`src/rtl/pipe_hazard_ctrl.sv`:
```
// Hazard controller for a 5-stage in-order pipeline: load-use and multi-cycle MUL
// interlocks, branch flush, registered forwarding selects and a stall counter.
module pipe_hazard_ctrl #(
  parameter int DW      = 32,
  parameter int RAW     = 5,
  parameter int MUL_LAT = 3,
  parameter int FWD_EN  = 1
) (
  input  logic           clk1,
  input  logic           rst_n,
  input  logic           id_valid,
  input  logic [RAW-1:0] id_rs,
  input  logic [RAW-1:0] id_rt,
  input  logic           id_rs_used,
  input  logic           id_rt_used,
  input  logic           id_wr_en,
  input  logic [RAW-1:0] id_dest,
  input  logic           id_is_load,
  input  logic           id_is_mul,
  input  logic           branch_taken,
  output logic           stall_if,
  output logic           bubble_ex,
  output logic           ex_hold,
  output logic           flush,
  output logic [1:0]     fwd_a_sel,
  output logic [1:0]     fwd_b_sel,
  output logic [15:0]    stall_cnt
);

  localparam int BW  = (MUL_LAT > 1) ? $clog2(MUL_LAT) : 1;
  localparam bit FWD = (FWD_EN != 0);
  localparam logic [BW-1:0] BUSY_INIT = BW'(MUL_LAT - 1);

  if (MUL_LAT < 1 || MUL_LAT > 8 || DW < 1) begin : g_param_check
    $error("pipe_hazard_ctrl: MUL_LAT must be 1..8 and DW positive");
  end

  typedef struct packed {
    logic           vld;
    logic           wr;
    logic [RAW-1:0] dest;
    logic           ld;
  } slot_t;

  // Scoreboard: p0 = EX, p1 = MEM, p2 = WB
  slot_t           slot_p0_q, slot_p1_q, slot_p2_q, slot_p0_d;
  logic [BW-1:0]   busy_q, busy_d;
  logic [1:0]      fwd_a_q, fwd_a_d, fwd_b_q, fwd_b_d;
  logic [15:0]     cnt_q, cnt_d;
  logic [2:0]      a_hit, b_hit;
  logic            rs_use, rt_use, data_hz, adv;

  function automatic logic slot_hit(input slot_t s, input logic [RAW-1:0] src, input logic used);
    return used && s.vld && s.wr && (s.dest != '0) && (s.dest == src);
  endfunction

  // Youngest producer wins: EX over MEM over WB.
  function automatic logic [1:0] fwd_code(input logic [2:0] hit);
    if (hit[0])      return 2'b01;
    else if (hit[1]) return 2'b10;
    else if (hit[2]) return 2'b11;
    return 2'b00;
  endfunction

  assign rs_use = id_valid & id_rs_used;
  assign rt_use = id_valid & id_rt_used;
  assign a_hit  = {slot_hit(slot_p2_q, id_rs, rs_use), slot_hit(slot_p1_q, id_rs, rs_use),
                   slot_hit(slot_p0_q, id_rs, rs_use)};
  assign b_hit  = {slot_hit(slot_p2_q, id_rt, rt_use), slot_hit(slot_p1_q, id_rt, rt_use),
                   slot_hit(slot_p0_q, id_rt, rt_use)};
  assign data_hz = FWD ? (slot_p0_q.ld & (a_hit[0] | b_hit[0])) : ((|a_hit) | (|b_hit));

  // Hazard outputs; a taken branch overrides every interlock.
  always_comb begin
    flush     = branch_taken;
    ex_hold   = 1'b0;
    stall_if  = 1'b0;
    bubble_ex = 1'b0;
    if (!branch_taken) begin
      ex_hold   = (busy_q != '0);
      stall_if  = ex_hold | data_hz;
      bubble_ex = ~ex_hold & data_hz;
    end
  end

  assign adv = ~ex_hold;

  always_comb begin
    slot_p0_d = slot_p0_q;
    busy_d    = busy_q;
    fwd_a_d   = fwd_a_q;
    fwd_b_d   = fwd_b_q;
    if (branch_taken) begin
      slot_p0_d = '0;
      busy_d    = '0;
      fwd_a_d   = 2'b00;
      fwd_b_d   = 2'b00;
    end else if (ex_hold) begin
      busy_d = busy_q - BW'(1);
    end else if (bubble_ex) begin
      slot_p0_d = '0;
      busy_d    = '0;
      fwd_a_d   = 2'b00;
      fwd_b_d   = 2'b00;
    end else begin
      slot_p0_d.vld  = id_valid;
      slot_p0_d.wr   = id_wr_en;
      slot_p0_d.dest = id_dest;
      slot_p0_d.ld   = id_is_load;
      busy_d  = (id_valid && id_is_mul) ? BUSY_INIT : '0;
      fwd_a_d = FWD ? fwd_code(a_hit) : 2'b00;
      fwd_b_d = FWD ? fwd_code(b_hit) : 2'b00;
    end
    cnt_d = (stall_if && cnt_q != 16'hFFFF) ? cnt_q + 16'd1 : cnt_q;
  end

  always_ff @(posedge clk1 or negedge rst_n) begin
    if (!rst_n) begin
      slot_p0_q <= '0;
      slot_p1_q <= '0;
      slot_p2_q <= '0;
      busy_q    <= '0;
      fwd_a_q   <= 2'b00;
      fwd_b_q   <= 2'b00;
      cnt_q     <= 16'd0;
    end else begin
      slot_p0_q <= slot_p0_d;
      if (adv) begin
        slot_p1_q <= slot_p0_q;
        slot_p2_q <= slot_p1_q;
      end
      busy_q  <= busy_d;
      fwd_a_q <= fwd_a_d;
      fwd_b_q <= fwd_b_d;
      cnt_q   <= cnt_d;
    end
  end

  assign fwd_a_sel = fwd_a_q;
  assign fwd_b_sel = fwd_b_q;
  assign stall_cnt = cnt_q;

endmodule

```
`config.mk`:
```
export PLATFORM = sky130hd
export DESIGN_NAME = pipe_hazard_ctrl
export DESIGN_NICKNAME = d
export VERILOG_FILES = /design/src/rtl/pipe_hazard_ctrl.sv
export SDC_FILE = /design/constraint.sdc
export NUM_CORES = 1
export LEC_CHECK = 0
export CAP_MARGIN = 20
export CORE_MARGIN = 3
export CORE_UTILIZATION = 55
export CTS_CLUSTER_SIZE = 24
export DETAILED_ROUTE_END_ITERATION = 6
export PLACE_DENSITY_LB_ADDON = 0.3
export SLEW_MARGIN = 20
export SYNTH_ARGS = -nofsm -noshare
export SYNTH_HDL_FRONTEND = slang
export SYNTH_SLANG_ARGS = --single-unit
export TNS_END_PERCENT = 30
```
`constraint.sdc`:
```
create_clock -name clk1 -period 4.5 [get_ports clk1]
set_input_delay 0.9 -clock clk1 [delete_from_list [all_inputs] [get_ports clk1]]
set_output_delay 0.9 -clock clk1 [all_outputs]
set_load 0.05 [all_outputs]
```
==> impl_metrics.toml, run 1 <==
[cts]
clock-sinks = 44
cts_tree = "built"
cts_buffer_depth = 2
root_buffer = "clkbuf_8"
path_clk_slew_ns = 0.08
clk-insertion-delay-late_ns = 0.29
cts_setup_buffers = 0
cts_resized = 0
cts_hold_buf = 0
cts_buffers = 5
cts.htree.levels = 2

[sta]
slew_headroom_pct = 38.1
post-route-period-util_pct = 81.8
slew_violations = 0
tightestPinTransition_ns = 0.928
setup_tns_ns = 0
period_needed_ns = 3.68
rsz0062_at_grt = "false"
maxClockFrequency_mhz = 272
setup_viol = 0
hold_violations = 0
fin_skew_ns = 0.00498

[placed_design]
hpwl_mm = 3.74
dp.cells = 282
port_buffers = 47
gp_congestion = 0.969

[critical_path]
crit_end = "stall_if"
crit_buf_inv = 2
worstSetupPathType = "in2out"
crit_fanout = 4
worstPathRequired_ns = 3.60
path_cells = "clkdlybuf4s50_1 > xnor2_1 > nand4_1 > nor3_2 > o211ai_4 > and2_2 > nor2_1 > buf_4"
reg2reg_to = "stall_cnt[3]"
setup.worst_path.start_class = "input port"
cp_top_family = "simple AND/OR/NAND/NOR gates"
arrival_ns = 2.78
crit_start = "id_rt[4]"
end_kind = "output pin"
cp_slowest_cell = "clkdlybuf4s50_1"
r2r-start = "slot_p0_q[2]"
cp_num_cells = 8
slowest_delay_ns = 0.56
rrSetupSlack_ns = 2.02
ff2ff_path_depth = 7

[route]
dr.pass1.iters = 4
drtIter0Drc = 134
dr_total_vias = 1663
viasPerCell = 5.73
wirelength_mm = 5.18
antenna_left = 0
drc_errors = 0
wl_per_cell_microns = 17.9

[run]
cap_violations = 0

[floorplan]
start_util_pct = 59.8
fp.dieW_microns = 70.7
std_cell_rows = 22
fp.dieH_microns = 70.7
design.die.area_sq_um = 5000
io_pins = 48
core_area_sq_um = 3850

[global_route]
grt_use_total_pct = 21.8
gr-total-overflow = 0
grt_pass1_wl_mm = 8.58
grt_pass1_vias = 1712
antenna_found_initial = 0
grt_max_degree = 45

[run_status]
status = "complete, no violations"

[logic_synthesis]
synth_warnings = 0
synth_top_family_by_area = "XOR/XNOR gates"
ys_ff_latch = 44
synth-adder-area-share_pct = 1.09
synth_top_area_share_pct = 47.8
syn_avg_cell_area_sq_um = 12.0
synth_nets = 218
synth-seq-area-share_pct = 47.8
synthesis.area_sq_um = 2300
synthCells = 192
synth_mux_area_share_pct = 7.82
yosys.area.top_type = "dfrtp_1"
synth_area_leaders = "dfrtp_1 48%, xnor2_1 14%, mux2_2 7.8%"
synth_simple_gate_area_share_pct = 14.9
ys_types = 40
synth-xor-area-share_pct = 17.0
synth_compound_area_share_pct = 9.17

[power_and_ir_drop]
power_w = 0.00150
leakage_nw = 1.23
powerDensity_nw_per_um2 = 515
ir_drop_mv = 0.452

[finish]
layout_commonest_cell = "dfrtp_1"
layout_common_cells = "44 x dfrtp_1, 43 x clkdlybuf4s50_1, 36 x xnor2_1"
multiInputGateArea_sq_um = 1160
register_area_sq_um = 1100
drive_gt1_share_pct = 18.2
syn_to_final_growth_pct = 26.7
finalNonFillerCells = 290
fillCellCount = 276
diodes = 0
finalNetCount = 267

[min_path]
holdCritPathClass = "reg2reg"
==> cell type report <==
cell class / instances / area share [%]
Clock buffer: 7 / 3.30
Clock inverter: 1 / 1.03
Inverter: 3 / 0.386
Multi-Input combinational cell: 139 / 39.6
Sequential cell: 44 / 37.7
Tap cell: 48 / 2.06
Timing Repair Buffer: 48 / 15.9
==> Yosys cell counts (all sizes together) <==
library cell / number
xor2: 7
nor3: 7
buf: 4
nand4: 12
nand3: 8
and3: 5
a21o: 2
nand2: 10
mux2: 16
o211ai: 2
xnor2: 37
a211oi: 1
nor4: 2
o21ai: 2
clkbuf: 2
or4: 1
nor2: 3
dfrtp: 44
or3: 2
ha: 2
o31ai: 1
and2: 3
o311a: 2
and3b: 1
a22o: 10
nor3b: 1
a32o: 2
inv: 3
==> report_power, final <==
group | switching [W] | leakage, nW | internal (W)
combinational | 0.000287 | 0.582 | 0.000255
sequential | 0.000142 | 0.586 | 0.000496
clock | 0.000127 | 0.0645 | 0.000196
total | 0.000556 | 1.23 | 0.000947
==> state kept, by name, summed over array words and instances, names as in the netlist <==
signal / count
busy_q: 2
fwd_a_sel: 2
fwd_b_sel: 2
slot_p0_q: 8
slot_p1_q: 7
slot_p2_q: 7
stall_cnt: 16
==> kinds of logic (layout without fill, tap and decap cells) <==
group / Yosys count / count (layout)
AND/OR/NAND/NOR: 55 / 55
multiplexers: 16 / 16
XOR/XNOR: 44 / 44
flip-flops: 44 / 44
adder cells (fa/ha/maj): 2 / 2
buffers and inverters: 9 / 59
AO/OA/AOI/OAI: 22 / 22
==> per-layer routing <==
metal | GRT usage (%) | wire length [microns]
met5 | 0 | 0
met4 | 6.05 | 34
met3 | 4.55 | 370
met2 | 31.7 | 2430
met1 | 33.0 | 2350
==> how the worst min path moves through the flow <==
| stage | from | endpoint | slack, ns | depth (start not counted) |
|---|---|---|---|---|
| final | busy_q[0] | busy_q[0] | 0.46 | 1 |
| after global routing | busy_q[0] | busy_q[0] | 0.47 | 1 |
| after floorplan | busy_q[0] | busy_q[0] | 0.41 | 1 |
| after CTS | busy_q[0] | busy_q[0] | 0.46 | 1 |
| after global placement | busy_q[0] | busy_q[0] | 0.42 | 1 |
| after detailed placement | busy_q[0] | busy_q[0] | 0.43 | 1 |
==> metrics by stage <==
| step | hold slack [ns] | area (sq um) | utilization, % | worst slack (ns) |
|---|---|---|---|---|
| 2_1_floorplan | 0.412 | 2300 | - | 0.873 |
| 3_3_place_gp | 0.423 | 2790 | 72.5 | 0.878 |
| 3_5_place_dp | 0.430 | 2790 | 72.5 | 0.836 |
| 4_1_cts | 0.460 | 2920 | 75.8 | 0.825 |
| 5_1_grt | 0.467 | 2920 | 75.8 | 0.712 |
| 6_report | 0.457 | 2920 | 75.8 | 0.817 |
(Power assumes the default switching activity.)
==> run 2, diff against run 1 <==
--- a/config.mk
+++ b/config.mk
@@ -7,7 +7,7 @@
 export LEC_CHECK = 0
 export CAP_MARGIN = 20
 export CORE_MARGIN = 3
-export CORE_UTILIZATION = 55
+export CORE_UTILIZATION = 51
 export CTS_CLUSTER_SIZE = 24
 export DETAILED_ROUTE_END_ITERATION = 6
 export PLACE_DENSITY_LB_ADDON = 0.3
==> constraint.sdc (replaced) <==
create_clock -name clk1 -period 3.8 [get_ports clk1]
set_input_delay 0.76 -clock clk1 [delete_from_list [all_inputs] [get_ports clk1]]
set_output_delay 0.76 -clock clk1 [all_outputs]
set_load 0.05 [all_outputs]
==> impl_metrics.toml, run 2 (synthesis results as in run 1) <==
[run_status]
status = "complete, no violations"

[cts]
root_buffer = "clkbuf_8"
cts_tree = "built"
cts_buffer_depth = 2
clk-insertion-delay-late_ns = 0.28
cts_setup_buffers = 0
cts_buffers = 5
cts.htree.levels = 2
path_clk_slew_ns = 0.07
cts_resized = 0
clock-sinks = 44
cts_hold_buf = 0

[global_route]
antenna_found_initial = 0
grt_pass1_wl_mm = 8.12
grt_use_total_pct = 19.6
grt_pass1_vias = 1687
grt_max_degree = 45
gr-total-overflow = 0

[placed_design]
dp.cells = 286
port_buffers = 47
hpwl_mm = 3.61
gp_congestion = 0.917
dpl_cell_area_sq_um = 2850
pre_cts_slack_ns = 0.381

[sta]
slew_violations = 0
slew_headroom_pct = 36.0
fin_ws_ns = 0.375
setup_viol = 0
setup_tns_ns = 0
tightestPinTransition_ns = 0.960
post-route-period-util_pct = 90.1
rsz0062_at_grt = "false"
fin_skew_ns = 0.00369
period_needed_ns = 3.42
hold_violations = 0
maxClockFrequency_mhz = 292

[critical_path]
arrival_ns = 2.66
worstPathRequired_ns = 3.04
worstSetupPathType = "in2out"
crit_fanout = 4
crit_start = "id_rs[1]"
r2r-start = "slot_p0_q[5]"
setup.worst_path.start_class = "input port"
end_kind = "output pin"

[route]
top_layer = "met4"
dr.pass1.iters = 4
viasPerCell = 5.60
drtIter0Drc = 101
wl_per_cell_microns = 16.3
drc_errors = 0
wl_met3_microns = 235
dr_wl_met2_mm = 2.13
dr_total_vias = 1645
antenna_left = 0
wirelength_mm = 4.80
wl_met1_mm = 2.40

[run]
cap_violations = 0

[power_and_ir_drop]
powerDensity_nw_per_um2 = 579
ir_drop_mv = 0.350
power_w = 0.00170
leakage_nw = 1.23

[floorplan]
design.die.area_sq_um = 5360
io_pins = 48
start_util_pct = 55.2
std_cell_rows = 23
fp.dieH_microns = 73.2
fp.dieW_microns = 73.2
core_area_sq_um = 4170

[finish]
fillCellCount = 314
drive_gt1_share_pct = 18.0
register_area_sq_um = 1100
multiInputGateArea_sq_um = 1160
largest_reg_flops = 16
syn_to_final_growth_pct = 27.5
finalNetCount = 269
post-route-cell-area_sq_um = 2940
layout_commonest_cell = "dfrtp_1"
layout_common_cells = "44 x dfrtp_1, 43 x clkdlybuf4s50_1, 36 x xnor2_1"
diodes = 0
finalNonFillerCells = 294

[min_path]
min_from = "busy_q[0]"
holdCritPathClass = "reg2reg"
[run 2: cell count changes in the layout (fill, tap and decap cells not counted)]
| cell | change |
|---|---|
| buf_12 | +3 |
| buf_4 | -1 |
| bufinv_16 | -1 |
| clkbuf_1 | +2 |
| clkbuf_8 | -1 |
[run 2: final timing paths]
check | endpoint | cells after the start | slack [ns]
hold reg to reg | busy_q[0] | 1 | 0.44
setup reg to reg | stall_cnt[1] | 7 | 1.58
max in group asynchronous | slot_p0_q[4] | 1 | 2.58
hold / removal | busy_q[0] | 1 | 0.44
setup / recovery | bubble_ex | 7 | 0.38
min in group asynchronous | stall_cnt[8] | 1 | 0.62
[run 2: where the power goes]
part / internal [W] / switching [W] / total, W
logic: 0.000322 / 0.000340 / 0.000662
clock network: 0.000148 / 0.000145 / 0.000293
registers: 0.000587 / 0.000159 / 0.000746
total: 0.00106 / 0.000643 / 0.00170
[run 2: per-layer routing]
layer	track usage [%]	up-vias
met1	27.6	816
met4	5.53	0
met3	4.68	4
met5	0	-
met2	30.1	36
li1	-	789
[run 2: critical path, stage by stage]
cell and delay, ns:
clkdlybuf4s50_1 0.56, xnor2_1 0.15, nand4_1 0.17, nor3_4 0.27, o211ai_4 0.14, nor3b_1 0.42
buf_12 0.20
[run 2: cell type report]
cell class | instances | area share (%)
sequential | 44 | 37.5
multi-input combinational | 139 | 39.3
tap | 50 | 2.13
timing repair buffer | 50 | 17.6
inverter | 3 | 0.383
clock buffer | 8 | 3.07
[run 2: per-stage QoR]
| step | hold slack [ns] | util [%] |
|---|---|---|
| global placement | 0.425 | 68.3 |
| floorplan | 0.412 | - |
| finish | 0.439 | 70.4 |
| CTS | 0.440 | 70.4 |
| detailed placement | 0.430 | 68.3 |
| global route | 0.483 | 70.4 |
